$ cat src/rtl/alu_issue_ctrl.sv
// Issue/retire controller in front of ALU_nbit: registers one operation into the ALU,
// captures its result one settling cycle later, and keeps a carry/borrow flag for chains.
module alu_issue_ctrl #(
    parameter int N = 3
) (
    input  logic         clk,
    input  logic         rst,
    input  logic         in_valid,
    output logic         in_ready,
    input  logic [2:0]   in_mode,
    input  logic [N:0]   in_a,
    input  logic [N:0]   in_b,
    input  logic         in_cb,
    input  logic         in_use_cf,
    input  logic         cf_clr,
    output logic [N:0]   alu_a,
    output logic [N:0]   alu_b,
    output logic [2:0]   alu_mode,
    output logic         alu_cb_in,
    input  logic [N:0]   alu_result,
    input  logic         alu_cb_out,
    output logic         out_valid,
    input  logic         out_ready,
    output logic [N:0]   out_result,
    output logic         out_cb,
    output logic         out_zero,
    output logic [2:0]   out_mode,
    output logic         cf
);

    typedef enum logic [1:0] {
        IDLE = 2'd0,
        EXEC = 2'd1,
        DONE = 2'd2
    } state_t;

    localparam logic [2:0] MODE_ADD = 3'b000;
    localparam logic [2:0] MODE_SUB = 3'b001;
    localparam logic [2:0] MODE_INC = 3'b110;
    localparam logic [2:0] MODE_DEC = 3'b111;

    state_t state;
    logic   accept;
    logic   retire;

    // Only the arithmetic modes produce a meaningful carry/borrow worth chaining.
    function automatic logic is_arith(input logic [2:0] mode);
        return (mode == MODE_ADD) || (mode == MODE_SUB) ||
               (mode == MODE_INC) || (mode == MODE_DEC);
    endfunction

    function automatic logic is_zero(input logic [N:0] value);
        return (value == '0);
    endfunction

    assign in_ready = (state == IDLE) | ((state == DONE) & out_ready);
    assign accept   = in_valid & in_ready;
    assign retire   = (state == DONE) & out_ready;

    always_ff @(posedge clk or posedge rst) begin
        if (rst) begin
            state      <= IDLE;
            alu_a      <= '0;
            alu_b      <= '0;
            alu_mode   <= '0;
            alu_cb_in  <= 1'b0;
            out_valid  <= 1'b0;
            out_result <= '0;
            out_cb     <= 1'b0;
            out_zero   <= 1'b0;
            out_mode   <= '0;
            cf         <= 1'b0;
        end else begin
            // Issue: operands go straight to the ALU inputs; they stay put until the next accept.
            if (accept) begin
                alu_a     <= in_a;
                alu_b     <= in_b;
                alu_mode  <= in_mode;
                alu_cb_in <= in_use_cf ? cf : in_cb;
            end

            case (state)
                IDLE: begin
                    if (in_valid) begin
                        state <= EXEC;
                    end
                end
                EXEC: begin
                    out_result <= alu_result;
                    out_cb     <= alu_cb_out;
                    out_zero   <= is_zero(alu_result);
                    out_mode   <= alu_mode;
                    out_valid  <= 1'b1;
                    state      <= DONE;
                end
                DONE: begin
                    if (retire) begin
                        out_valid <= 1'b0;
                        state     <= in_valid ? EXEC : IDLE;
                    end
                end
                default: begin
                    state     <= IDLE;
                    out_valid <= 1'b0;
                end
            endcase

            // A clear wins over a carry update landing on the same edge.
            if (cf_clr) begin
                cf <= 1'b0;
            end else if ((state == EXEC) && is_arith(alu_mode)) begin
                cf <= alu_cb_out;
            end
        end
    end

endmodule

$ cat config.mk
export PLATFORM = sky130hd
export DESIGN_NAME = alu_issue_ctrl
export DESIGN_NICKNAME = d
export VERILOG_FILES = /design/src/rtl/alu_issue_ctrl.sv
export SDC_FILE = /design/constraint.sdc
export NUM_CORES = 1
export LEC_CHECK = 0
export CAP_MARGIN = 30
export CORE_MARGIN = 4
export CORE_UTILIZATION = 36
export DETAILED_ROUTE_END_ITERATION = 6
export PLACE_DENSITY = 0.74
export SLEW_MARGIN = 25
export SYNTH_ARGS = -nofsm -noshare
export SYNTH_HDL_FRONTEND = slang
export SYNTH_SLANG_ARGS = --single-unit
$ cat constraint.sdc
create_clock -name clk -period 1.3 [get_ports clk]
set_input_delay 0.325 -clock clk [delete_from_list [all_inputs] [get_ports clk]]
set_output_delay 0.325 -clock clk [all_outputs]
set_load 0.01 [all_outputs]
==> results.json <==
{
  "die_h_microns": 60.86,
  "power_mw": 2.542,
  "syn_nets": 105,
  "violations": "setup timing",
  "postRouteAntennaNets": 0,
  "p_leak_nw": 0.8126,
  "syn2layout_area_growth_pct": 59.08,
  "cts_buffers": 3,
  "finalCritPeriodShare_pct": 106.6,
  "clk_pin_slew_ns": 0.13,
  "drc": 0,
  "hp-class": "in2async",
  "post-route-min-period_ns": 1.386,
  "relSlewSlack_pct": 76.00,
  "crit_fanout": 2,
  "routed_via_density": 4.475,
  "routed_wl_microns": 2284,
  "fin_nets": 171,
  "overflow": 0,
  "maxSlewViolCount": 0,
  "post_drt_wl_per_cell_microns": 12.90,
  "rsz0062_at_grt": "yes",
  "cts_tree": "done",
  "clock-sinks": 25,
  "endpoint_kind": "output port",
  "cap_viol_max_count": 0,
  "fin_ws_ns": -0.08620,
  "finalClockSkew_ns": 0.001197,
  "dr.pass1.iters": 4,
  "multi_input_area_sq_um": 406.6,
  "internal-power_mw": 1.747,
  "path_class": "reg2out",
  "hold_viol": 0,
  "htreeDepth": 1,
  "initial_core_util_pct": 39.18,
  "tightest_slew_ns": 0.3601,
  "holdBufCountCts": 0,
  "p_comb_share_pct": 42.2,
  "clockRootBuffer": "clkbuf_4",
  "gp_congestion": 0.7206,
  "cp.required_ns": 0.98,
  "setup_viol": 13,
  "ys_ff_latch": 25,
  "vdd_drop_max_mv": 0.9006,
  "final_core_util_pct": 62.33,
  "design.die.area_sq_um": 3704,
  "antenna_found_initial": 0,
  "arrival_ns": 1.06,
  "startpoint_type": "register",
  "cpPeakStageDelay_ns": 0.41,
  "io_buffer_count": 46,
  "drive_above_1_share_pct": 43.54,
  "grt_pass1_vias": 855,
  "worst_skew_pair.late_latency_ns": 0.31,
  "p_clk_share_pct": 13.4,
  "track_usage_pct": 13.09,
  "syn_inst": 82,
  "cp_cell_sequence": "nor2b_4 -> nor2_1 -> buf_2",
  "cpMaxStageDelayCell": "dfrtp_1",
  "crit_family": "flip-flops",
  "rrSetupSlack_ns": -0.04,
  "ios": 47,
  "synth_warnings": 0,
  "nFillCells": 232,
  "post-place-ws_ns": -0.5815,
  "cts_buffer_depth": 2,
  "p_per_area_nw_per_um2": 1588,
  "seqPwrFrac_pct": 44.4,
  "status": "finished with violations",
  "grt_pass1_wl_microns": 3684,
  "drtIter0Drc": 24,
  "fmax_mhz": 721.4,
  "num_vias": 792,
  "synth_cell_types": 20,
  "seqCellArea_sq_um": 626.9,
  "p_sw_share_pct": 31.28,
  "design.core.area_sq_um": 2567,
  "worst-path-buf-inv": 1,
  "rows": 18,
  "diodes": 0,
  "switchingPower_uw": 795.0,
  "final_cell_mix": "25 x nand2_1, 24 x dfrtp_1, 22 x clkbuf_2, 21 x clkdlybuf4s50_1, 16 x buf_4",
  "synth.avg_cell_area_sq_um": 12.27,
  "fp.dieW_microns": 60.86,
  "grt_max_degree": 26,
  "synth_seq_area_share_pct": 62.19,
  "dp.final_hpwl_microns": 1635,
  "synth.cell_area_sq_um": 1006,
  "layout.cells.most_common": "nand2_1"
}
## flip-flops by register name (all words and copies together) (netlist names)
signal / count
alu_cb_in: 1
alu_a: 4
alu_b: 4
out_valid: 1
out_cb: 1
cf: 1
out_mode: 3
out_result: 4
out_zero: 1
alu_mode: 3
state: 2
## routing by layer
metal	global-route usage [%]	part of all wire, %	vias up	wire, microns
li1	-	-	402	-
met1	16.26	42	355	970
met2	20.92	46	35	1045
met3	6.170	12	0	268
met4	2.786	0	0	0
met5	0	0	-	0
## metrics by stage
stage / hold slack, ns / cells / area [sq um] / setup TNS [ns]
floorplan: 0.3523 / 82 / 1006 / -0.5526
global placement: 0.4600 / 163 / 1569 / -6.118
detailed placement: 0.4624 / 163 / 1569 / -6.430
CTS: 0.3155 / 172 / 1673 / -0.6619
global route: 0.3318 / 177 / 1600 / -1.323
finish: 0.3221 / 177 / 1600 / -0.5070
## power groups by stage
stage / clock, mW / combinational [mW] / sequential [mW]
2_1_floorplan: 0 / 0.317 / 1.26
3_3_place_gp: 0 / 1.08 / 1.14
3_5_place_dp: 0 / 1.10 / 1.15
4_1_cts: 0.363 / 1.13 / 1.13
5_1_grt: 0.391 / 1.18 / 1.17
6_report: 0.340 / 1.07 / 1.13
## tightest hold or removal path, delay by kind of cell
family	cells	cell delay, ns
buffers and inverters	3	0.67
## cell usage after synthesis (all sizes together)
| library cell | number | share of area (%) |
|---|---|---|
| a21bo | 1 | 1.0 |
| a21oi | 1 | 0.50 |
| and2b | 1 | 0.75 |
| buf | 2 | 1.6 |
| clkbuf | 1 | 0.37 |
| dfrtp | 25 | 62 |
| inv | 1 | 0.37 |
| mux2 | 13 | 15 |
| nand2 | 25 | 9.3 |
| nand2b | 1 | 0.62 |
| nand3 | 1 | 0.50 |
| nor2 | 1 | 0.37 |
| nor2b | 1 | 1.4 |
| nor3b | 1 | 1.9 |
| o21a | 1 | 0.75 |
| o21ai | 3 | 1.5 |
| or2b | 1 | 0.75 |
| or4 | 1 | 0.75 |
| xnor2 | 1 | 0.87 |
## final cells by class
| class | count | share of cell area (%) |
|---|---|---|
| clock buffer | 4 | 1.642 |
| timing repair buffer | 64 | 31.20 |
| multi-input combinational | 53 | 25.41 |
| inverter | 1 | 0.2346 |
| sequential | 25 | 39.17 |
| tap | 30 | 2.346 |
## path summary, 6_finish.rpt
path                       depth (start not counted)                        end                      start
max in group asynchronous                          3       state[0]$_DFFE_PP0P_                        rst
min in group clk                                   3       state[1]$_DFFE_PP0P_                  out_ready
max reg2reg                                        4    alu_mode[2]$_DFFE_PP0P_       state[1]$_DFFE_PP0P_
min reg2reg                                        2  out_result[1]$_DFFE_PP0P_  out_result[1]$_DFFE_PP0P_
min                                                3       alu_b[0]$_DFFE_PP0P_                        rst
max                                                3                   in_ready       state[1]$_DFFE_PP0P_
## logic make-up after synthesis
family	synth area share (%)
xor+xnor	0.8708
compound gates	3.731
flops	62.19
mux	14.55
simple gates	16.29
buf+inv	2.362
## what timing repair did
item                                    CTS  global route
buffers inserted                          5             5
pin swaps                                 0             0
gates resized for setup                  64            26
endpoints found under the setup margin   36            37
Note: power is estimated with default switching activity, not from simulation.
